==> src/rtl/cond_flag_if.sv <==
// Handshake bundle between decode/ALU (master) and the condition/flag unit (slave).
interface cond_flag_if;
  logic       in_valid;
  logic       in_ready;
  logic [3:0] in_cond;
  logic [1:0] in_flagw;
  logic [3:0] in_alu_flags;
  logic       in_pcs;
  logic       in_regw;
  logic       in_memw;
  logic       in_nowrite;
  logic       flush;
  logic       out_valid;
  logic       out_ready;
  logic       out_condex;
  logic       out_pcsrc;
  logic       out_regwrite;
  logic       out_memwrite;

  modport master (
    output in_valid, in_cond, in_flagw, in_alu_flags, in_pcs, in_regw, in_memw,
           in_nowrite, flush, out_ready,
    input  in_ready, out_valid, out_condex, out_pcsrc, out_regwrite, out_memwrite
  );

  modport slave (
    input  in_valid, in_cond, in_flagw, in_alu_flags, in_pcs, in_regw, in_memw,
           in_nowrite, flush, out_ready,
    output in_ready, out_valid, out_condex, out_pcsrc, out_regwrite, out_memwrite
  );
endinterface

==> src/rtl/cond_flag_unit.sv <==
// Architectural {N,Z,C,V} register, condition evaluation and condition-gated controls
// behind a one-entry valid/ready output stage, with saturating exec/skip statistics.
module cond_flag_unit #(
  parameter logic [3:0] FLAG_RESET  = 4'b0000,
  parameter bit         COND_F_EXEC = 1'b1,
  parameter int         CNT_W       = 16
) (
  input  logic             clk,
  input  logic             reset,
  cond_flag_if.slave       bus,
  output logic [3:0]       flags,
  output logic [CNT_W-1:0] exec_cnt,
  output logic [CNT_W-1:0] skip_cnt
);

  // Condition field evaluated against the committed flags {N,Z,C,V}.
  function automatic logic cond_pass(input logic [3:0] cond, input logic [3:0] f);
    logic n, z, c, v, r;
    {n, z, c, v} = f;
    case (cond)
      4'h0: r = z;
      4'h1: r = ~z;
      4'h2: r = c;
      4'h3: r = ~c;
      4'h4: r = n;
      4'h5: r = ~n;
      4'h6: r = v;
      4'h7: r = ~v;
      4'h8: r = c & ~z;
      4'h9: r = ~c | z;
      4'hA: r = (n == v);
      4'hB: r = (n != v);
      4'hC: r = ~z & (n == v);
      4'hD: r = z | (n != v);
      4'hE: r = 1'b1;
      4'hF: r = COND_F_EXEC;
      default: r = 1'b0;
    endcase
    return r;
  endfunction

  localparam logic [CNT_W-1:0] CNT_MAX = {CNT_W{1'b1}};
  localparam logic [CNT_W-1:0] CNT_ONE = {{(CNT_W-1){1'b0}}, 1'b1};

  logic [3:0]       flags_q, flags_d;
  logic             out_valid_q, out_valid_d;
  logic             condex_q, condex_d;
  logic             pcsrc_q, pcsrc_d;
  logic             regwrite_q, regwrite_d;
  logic             memwrite_q, memwrite_d;
  logic [CNT_W-1:0] exec_q, exec_d;
  logic [CNT_W-1:0] skip_q, skip_d;
  logic             in_ready_s, accept_s, condex_s;

  // Handshake and condition decode for the presented instruction.
  always_comb begin
    in_ready_s = ~out_valid_q | bus.out_ready;
    accept_s   = bus.in_valid & in_ready_s & ~bus.flush;
    condex_s   = cond_pass(bus.in_cond, flags_q);
  end

  // Next-state: flag commit, output capture and counters on accept.
  always_comb begin
    flags_d    = flags_q;
    condex_d   = condex_q;
    pcsrc_d    = pcsrc_q;
    regwrite_d = regwrite_q;
    memwrite_d = memwrite_q;
    exec_d     = exec_q;
    skip_d     = skip_q;
    if (accept_s) begin
      condex_d   = condex_s;
      pcsrc_d    = bus.in_pcs & condex_s;
      regwrite_d = bus.in_regw & condex_s & ~bus.in_nowrite;
      memwrite_d = bus.in_memw & condex_s;
      if (condex_s) begin
        if (bus.in_flagw[1]) flags_d[3:2] = bus.in_alu_flags[3:2];
        else                 flags_d[3:2] = flags_q[3:2];
        if (bus.in_flagw[0]) flags_d[1:0] = bus.in_alu_flags[1:0];
        else                 flags_d[1:0] = flags_q[1:0];
        exec_d = (exec_q == CNT_MAX) ? exec_q : exec_q + CNT_ONE;
      end else begin
        skip_d = (skip_q == CNT_MAX) ? skip_q : skip_q + CNT_ONE;
      end
    end else begin
      flags_d = flags_q;
    end
    // A flush drops the pending entry even if downstream is stalled.
    if (bus.flush)          out_valid_d = 1'b0;
    else if (accept_s)      out_valid_d = 1'b1;
    else if (bus.out_ready) out_valid_d = 1'b0;
    else                    out_valid_d = out_valid_q;
  end

  // State registers with synchronous reset.
  always_ff @(posedge clk) begin
    if (reset) begin
      flags_q     <= FLAG_RESET;
      out_valid_q <= 1'b0;
      condex_q    <= 1'b0;
      pcsrc_q     <= 1'b0;
      regwrite_q  <= 1'b0;
      memwrite_q  <= 1'b0;
      exec_q      <= {CNT_W{1'b0}};
      skip_q      <= {CNT_W{1'b0}};
    end else begin
      flags_q     <= flags_d;
      out_valid_q <= out_valid_d;
      condex_q    <= condex_d;
      pcsrc_q     <= pcsrc_d;
      regwrite_q  <= regwrite_d;
      memwrite_q  <= memwrite_d;
      exec_q      <= exec_d;
      skip_q      <= skip_d;
    end
  end

  assign bus.in_ready     = in_ready_s;
  assign bus.out_valid    = out_valid_q;
  assign bus.out_condex   = condex_q;
  assign bus.out_pcsrc    = pcsrc_q;
  assign bus.out_regwrite = regwrite_q;
  assign bus.out_memwrite = memwrite_q;
  assign flags            = flags_q;
  assign exec_cnt         = exec_q;
  assign skip_cnt         = skip_q;

endmodule

==> src/flat_wrapper.sv <==
// flat-port wrapper written by rule: the top's interface ports become plain ports
module cond_flag_unit_flat 
#(
  parameter logic [3:0] FLAG_RESET  = 4'b0000,
  parameter bit         COND_F_EXEC = 1'b1,
  parameter int         CNT_W       = 16
)
  (clk, reset, flags, exec_cnt, skip_cnt, bus_in_valid, bus_in_cond, bus_in_flagw, bus_in_alu_flags, bus_in_pcs, bus_in_regw, bus_in_memw, bus_in_nowrite, bus_flush, bus_out_ready, bus_in_ready, bus_out_valid, bus_out_condex, bus_out_pcsrc, bus_out_regwrite, bus_out_memwrite);
  cond_flag_if bus_i ();
  input  logic clk;
  input  logic reset;
  output logic [3:0] flags;
  output logic [CNT_W-1:0] exec_cnt;
  output logic [CNT_W-1:0] skip_cnt;
  input wire logic [$bits(bus_i.in_valid)-1:0] bus_in_valid;
  input wire logic [$bits(bus_i.in_cond)-1:0] bus_in_cond;
  input wire logic [$bits(bus_i.in_flagw)-1:0] bus_in_flagw;
  input wire logic [$bits(bus_i.in_alu_flags)-1:0] bus_in_alu_flags;
  input wire logic [$bits(bus_i.in_pcs)-1:0] bus_in_pcs;
  input wire logic [$bits(bus_i.in_regw)-1:0] bus_in_regw;
  input wire logic [$bits(bus_i.in_memw)-1:0] bus_in_memw;
  input wire logic [$bits(bus_i.in_nowrite)-1:0] bus_in_nowrite;
  input wire logic [$bits(bus_i.flush)-1:0] bus_flush;
  input wire logic [$bits(bus_i.out_ready)-1:0] bus_out_ready;
  output wire logic [$bits(bus_i.in_ready)-1:0] bus_in_ready;
  output wire logic [$bits(bus_i.out_valid)-1:0] bus_out_valid;
  output wire logic [$bits(bus_i.out_condex)-1:0] bus_out_condex;
  output wire logic [$bits(bus_i.out_pcsrc)-1:0] bus_out_pcsrc;
  output wire logic [$bits(bus_i.out_regwrite)-1:0] bus_out_regwrite;
  output wire logic [$bits(bus_i.out_memwrite)-1:0] bus_out_memwrite;
  assign bus_i.in_valid = bus_in_valid;
  assign bus_i.in_cond = bus_in_cond;
  assign bus_i.in_flagw = bus_in_flagw;
  assign bus_i.in_alu_flags = bus_in_alu_flags;
  assign bus_i.in_pcs = bus_in_pcs;
  assign bus_i.in_regw = bus_in_regw;
  assign bus_i.in_memw = bus_in_memw;
  assign bus_i.in_nowrite = bus_in_nowrite;
  assign bus_i.flush = bus_flush;
  assign bus_i.out_ready = bus_out_ready;
  assign bus_in_ready = bus_i.in_ready;
  assign bus_out_valid = bus_i.out_valid;
  assign bus_out_condex = bus_i.out_condex;
  assign bus_out_pcsrc = bus_i.out_pcsrc;
  assign bus_out_regwrite = bus_i.out_regwrite;
  assign bus_out_memwrite = bus_i.out_memwrite;
  cond_flag_unit #(.FLAG_RESET(FLAG_RESET), .COND_F_EXEC(COND_F_EXEC), .CNT_W(CNT_W)) u_core (.clk(clk), .reset(reset), .bus(bus_i), .flags(flags), .exec_cnt(exec_cnt), .skip_cnt(skip_cnt));
endmodule
==> config.mk <==
export PLATFORM = sky130hd
export DESIGN_NAME = cond_flag_unit_flat
export DESIGN_NICKNAME = d
export VERILOG_FILES = /design/src/rtl/cond_flag_if.sv /design/src/rtl/cond_flag_unit.sv /design/src/flat_wrapper.sv
export SDC_FILE = /design/constraint.sdc
export NUM_CORES = 1
export LEC_CHECK = 0
export CELL_PAD_IN_SITES_DETAIL_PLACEMENT = 1
export CELL_PAD_IN_SITES_GLOBAL_PLACEMENT = 2
export CORE_UTILIZATION = 30
export DETAILED_ROUTE_END_ITERATION = 10
export PLACE_DENSITY_LB_ADDON = 0.3
export SLEW_MARGIN = 5
export SYNTH_ARGS = -nofsm -noshare
export SYNTH_HDL_FRONTEND = slang
export SYNTH_SLANG_ARGS = --single-unit
==> constraint.sdc <==
create_clock -name clk -period 4.9 [get_ports clk]
set_clock_uncertainty 0.1 [all_clocks]
set_input_delay 0.98 -clock clk [delete_from_list [all_inputs] [get_ports clk]]
set_output_delay 0.98 -clock clk [all_outputs]
set_load 0.05 [all_outputs]
---- Word-level counts from Yosys, hierarchy flattened ----
Index checks and enable logic that the tools add are counted.
operators by class
  multiplexer cells ....................... 3
  eq/ne operators ......................... 19
  bitwise logic cells ..................... 21
  add/sub/neg operators ................... 2
  reduce and logical (&&, ||, !) cells .... 8
operator list
  operator                                              number
  adder 16 x 1 -> 16 bit (second input constant)        2
  equality test 16 bit (second input constant)          2
  equality test 4 bit (second input constant)           8
  equality test 4 x 3 -> 1 bit (second input constant)  4
  one-hot mux 1 bit (15 select lines)                   1
  AND reduction 3 bit                                   4
  inverter 1 bit                                        10
  AND 1 bit                                             8
  equality test 4 x 2 -> 1 bit (second input constant)  2
  equality test 4 x 1 -> 1 bit (second input constant)  1
  zero test 4 bit                                       1
  OR reduction 2 bit                                    2
  OR 1 bit                                              3
  2-to-1 mux 1 bit                                      2
  nonzero test 2 bit                                    1
  equality test 1 bit                                   1
  inequality test 1 bit                                 1
word-level totals
  flip-flop bits (word level) ............. 41
  output and inout port bits .............. 42
  logic and storage cells ................. 62
  bits of input ports ..................... 19

---- Depth between registers and ports, before layout ----
  word-level depth ........................ 5
  mapped depth ............................ 9
  depth with buffers taken out ............ 7

---- Least setup slack after synthesis ----
No wires, ideal clock.
  path type ............................... input to register
  start ................................... in bus_out_ready
  end ..................................... reg u_core.exec_q[9], in the netlist u_core.exec_cnt[9]
  arrival ................................. 2727 ps
  required time ........................... 4677 ps
  path buffers ............................ 1
  cell stages on the path ................. 6
  library setup time ...................... 123 ps
  path slack .............................. 1950 ps
  cell sequence ........................... nand2b_1 nand3b_1 a31o_2 buf_6 nor4_2 mux2_1
on the way
  cells in the longest elaborated chain, start to end .. 4
RTL lines
  item                           line                   RTL
  start, declared                flat_wrapper.sv:24     input wire logic [$bits(bus_i.out_ready)-1:0] bus_out_ready;
  OR 1 bit                       cond_flag_unit.sv:57   in_ready_s = ~out_valid_q | bus.out_ready;
  AND 1 bit (2 in series)        cond_flag_unit.sv:58   accept_s = bus.in_valid & in_ready_s & ~bus.flush;
  AND reduction 3 bit (no line)  -
  end signal, assigned           cond_flag_unit.sv:104  exec_q <= {CNT_W{1'b0}};
  end, declared                  cond_flag_unit.sv:51   logic [CNT_W-1:0] exec_q, exec_d;
Every way passes these cells.
A chain may end at the register's enable or synchronous reset.

---- Worst setup path in the final report ----
  start ................................... in bus_in_cond[1]
  end ..................................... reg u_core.exec_q[7], in the netlist u_core.exec_cnt[7]
on the way
  cells in the longest elaborated chain, start to end .. 4
  elaborated cells between the ends (all ways) .. 19
  those cells by class .................... eq/ne (15); mux (1); reduce/logical (3)
RTL lines
  item                                   line                  RTL
  start, declared                        flat_wrapper.sv:16    input wire logic [$bits(bus_i.in_cond)-1:0] bus_in_cond;
  equality test 4 bit                    cond_flag_unit.sv:20  case (cond)
  OR reduction 2 bit (no line)           -
  one-hot mux 1 bit (15 select lines) *  cond_flag_unit.sv:20
  AND reduction 3 bit (no line) *        -
Mark *: on every way between the ends. The rest lies on a longest branch, timed or not.

==> results_dict.tcl <==
set metrics [dict create \
    synth_edf_count 0 \
    port_buffers 60 \
    post-route-period-util 0.7200 \
    hold_viol 0 \
    via_per_inst 5.405 \
    ios 61 \
    grt-ovfl-total 0 \
    worst-setup-path-type "in -> reg" \
    fin_setup_tns_ps 0 \
    grt_usage 0.1714 \
    synthFlopType "dfxtp_1" \
    clk_pin_slew_worst_paths_ps 80 \
    crit_path_top_delay_cell "clkdlybuf4s50_1" \
    syn_inst 279 \
    crit_top_cell "nor4_1" \
    p_total_uw 722.8 \
    cts.sinks 41 \
    yosys.area.top_type_share 0.3577 \
    rsz0062_at_grt "false" \
    yosys-top-cells-area "dfxtp_1 (36%), a21oi_1 (7.4%), or4_1 (5.9%)" \
    r2r_setup_slack_ps 2270 \
    worstReg2RegStart "u_core.skip_cnt[6]" \
    wl_met1_microns 3188 \
    htree_levels 2 \
    fin_nets 348 \
    core_sq_um 7331 \
    path_cells "clkdlybuf4s50_1, nor4bb_1, nor4_1, a221o_1, a31o_2, nor4_1, mux2_1" \
    root_buffer "clkbuf_8" \
    cp-start-kind "input port" \
    synth_seq_cells 41 \
    period_minus_slack_ps 3528 \
    wl_met3_microns 222 \
    yosysUniqueCellTypes 50 \
    grt_pass1_wl_microns 10780 \
    p_per_area_nw_per_um2 238.5 \
    place_congestion 0.7544 \
    dieArea_sq_um 8003 \
    grt_max_degree 39 \
    hold_depth 2 \
    synth_top_area_cell "dfxtp_1" \
    cts_hold_repair.buffers 0 \
    setup_viol 0 \
    drv_cap 0 \
    async_reset_ff_frac 0 \
    yosysSeqAreaShare 0.3577 \
    final_util 0.4134 \
    drive_gt1_frac 0.05488 \
    cp_slowest_stage_delay_ps 710 \
    antenna_found_initial 0 \
    max-vdd-ir-drop_uv 79.23 \
    wl_per_cell_microns 15.33 \
    fp.dieW_microns 89.46 \
    postCtsSetupRepairBufs 0 \
    hp-start "u_core.bus.out_condex" \
    final_max_slew_viol_count 0 \
    drcViolationCount 0 \
    hpwlAfterDp_microns 4447 \
    status "completed" \
    insertedDiodeCount 0 \
    worstPathArrival_ps 3610 \
    tightest_slew_ps 1072 \
    ctsResizeCount 0 \
    clockBufferDepth 2 \
    critPathMaxFanout 34 \
    start_util 0.3130 \
    multi_input_area_sq_um 1316 \
    max_freq_mhz 283.4 \
    synth.avg_cell_area_sq_um 8.225 \
    ys_warn_count 0 \
    maxUsedRoutingLayer "met4" \
    cts_tree "yes" \
    grt_pass1_vias 2251 \
    drt-pass1-iter-count 4 \
    core.rowCount 31 \
    end_kind "flop" \
    r2r_end "u_core.skip_cnt[11]" \
    p_leak_nw 0.9890 \
    hold_class "reg -> reg" \
    fillers 873 \
    wl_met2_microns 3075 \
    ant_nets 0 \
    numCtsBuffers 5 \
    routed_wl_microns 6546 \
    syn_to_final_growth_pct 32.06 \
    synth_area_sq_um 2295 \
    maxSlewHeadroom 0.2829 \
    seqCellArea_sq_um 820.8 \
    worstSkewPairLatency_ps 290 \
    die_y_microns 89.46 \
    cp.required_ps 4980 \
    hold_end "u_core.bus.out_condex" \
    r2r_cells 6 \
    drtIter0Drc 92 \
    synth_fp_nets 300 \
    vias 2308 \
]
## power by group
group	internal [mW]	switching, mW
combinational	0.0340	0.0616
sequential	0.337	0.00504
clock	0.166	0.119
## cells by family (layout without fill, tap and decap cells)
family,count (synthesis),after routing,share of synthesized area
simple gates,121,121,0.3250
xor+xnor,1,1,0.003817
fa+ha+maj,2,2,0.01090
buf+inv,31,80,0.06870
compound gates,79,79,0.2143
flops,41,41,0.3577
mux,4,4,0.01963
## critical path, delay by kind of cell
kind | cells | cell delay, ps
compound gates | 2 | 800
buf+inv | 1 | 710
simple gates | 3 | 750
mux | 1 | 360
## synth_stat cells (all sizes together), types with 2 or more instances
| library cell | number |
|---|---|
| dfxtp | 41 |
| a21oi | 34 |
| o21ai | 18 |
| or4 | 18 |
| nand2 | 17 |
| o31ai | 16 |
| nand3 | 15 |
| buf | 13 |
| or3 | 11 |
| and3 | 10 |
| inv | 10 |
| nand4 | 10 |
| nor2 | 10 |
| clkbuf | 8 |
| nor4 | 6 |
| mux2 | 4 |
| nand2b | 4 |
| nor2b | 4 |
| nor3 | 3 |
| nor4b | 3 |
| and3b | 2 |
| ha | 2 |
## layout by cell type, fill, tap and decap left out, types with 2 or more instances in the layout
cell / instances
nor2_1: 10
or4_1: 18
nand2b_1: 4
clkdlybuf4s50_1: 60
nor4b_1: 2
nand2_1: 17
o21ai_0: 2
inv_1: 9
nor3_2: 2
nor2b_1: 4
or3_1: 11
nand4_1: 10
buf_4: 2
a21oi_1: 34
nand3_1: 15
mux2_1: 4
dfxtp_1: 41
o31ai_1: 16
and3_1: 10
ha_1: 2
and3b_1: 2
o21ai_1: 16
clkbuf_8: 6
nor4_1: 5
## worst max-delay path by stage
stage	from	to	slack (ps)	cells after the start
6_report	bus_in_cond[1]	u_core.exec_cnt[7]	1370	7
5_1_grt	bus_in_cond[1]	u_core.exec_cnt[7]	1250	7
4_1_cts	bus_in_cond[1]	u_core.exec_cnt[7]	1380	7
3_5_place_dp	bus_in_cond[1]	u_core.exec_cnt[7]	1040	7
3_3_place_gp	bus_in_cond[1]	u_core.exec_cnt[7]	1110	7
2_1_floorplan	bus_out_ready	u_core.exec_cnt[9]	1950	6
## layer usage
layer	GRT usage	vias up
met5	0	-
met4	0.05051	0
met3	0.03232	5
met2	0.2873	37
met1	0.2237	1108
li1	-	1158
## state kept, by name (all words and copies together), names as in the netlist
register and flops:
u_core.bus.out_condex 1, u_core.bus.out_memwrite 1, u_core.bus.out_pcsrc 1, u_core.bus.out_regwrite 1
u_core.bus.out_valid 1, u_core.exec_cnt 16, u_core.flags 4, u_core.skip_cnt 16
## per-stage QoR
step           setup slack, ps  hold WS [ps]  cells  cell area, sq um
2_1_floorplan             1950         573.2    279              2295
3_5_place_dp              1040         351.0    419              2914
4_1_cts                   1375         361.9    427              3030
3_3_place_gp              1113         339.3    419              2914
6_report                  1372         355.5    427              3030
5_1_grt                   1245         383.1    427              3030
## cell type report
type / count / area share
Timing Repair Buffer: 62 / 0.2031
Sequential cell: 41 / 0.2709
Inverter: 10 / 0.01239
Clock inverter: 1 / 0.009909
Clock buffer: 7 / 0.02849
Tap cell: 99 / 0.04088
Multi-Input combinational cell: 207 / 0.4344
Note: power is estimated with default switching activity, not from simulation.
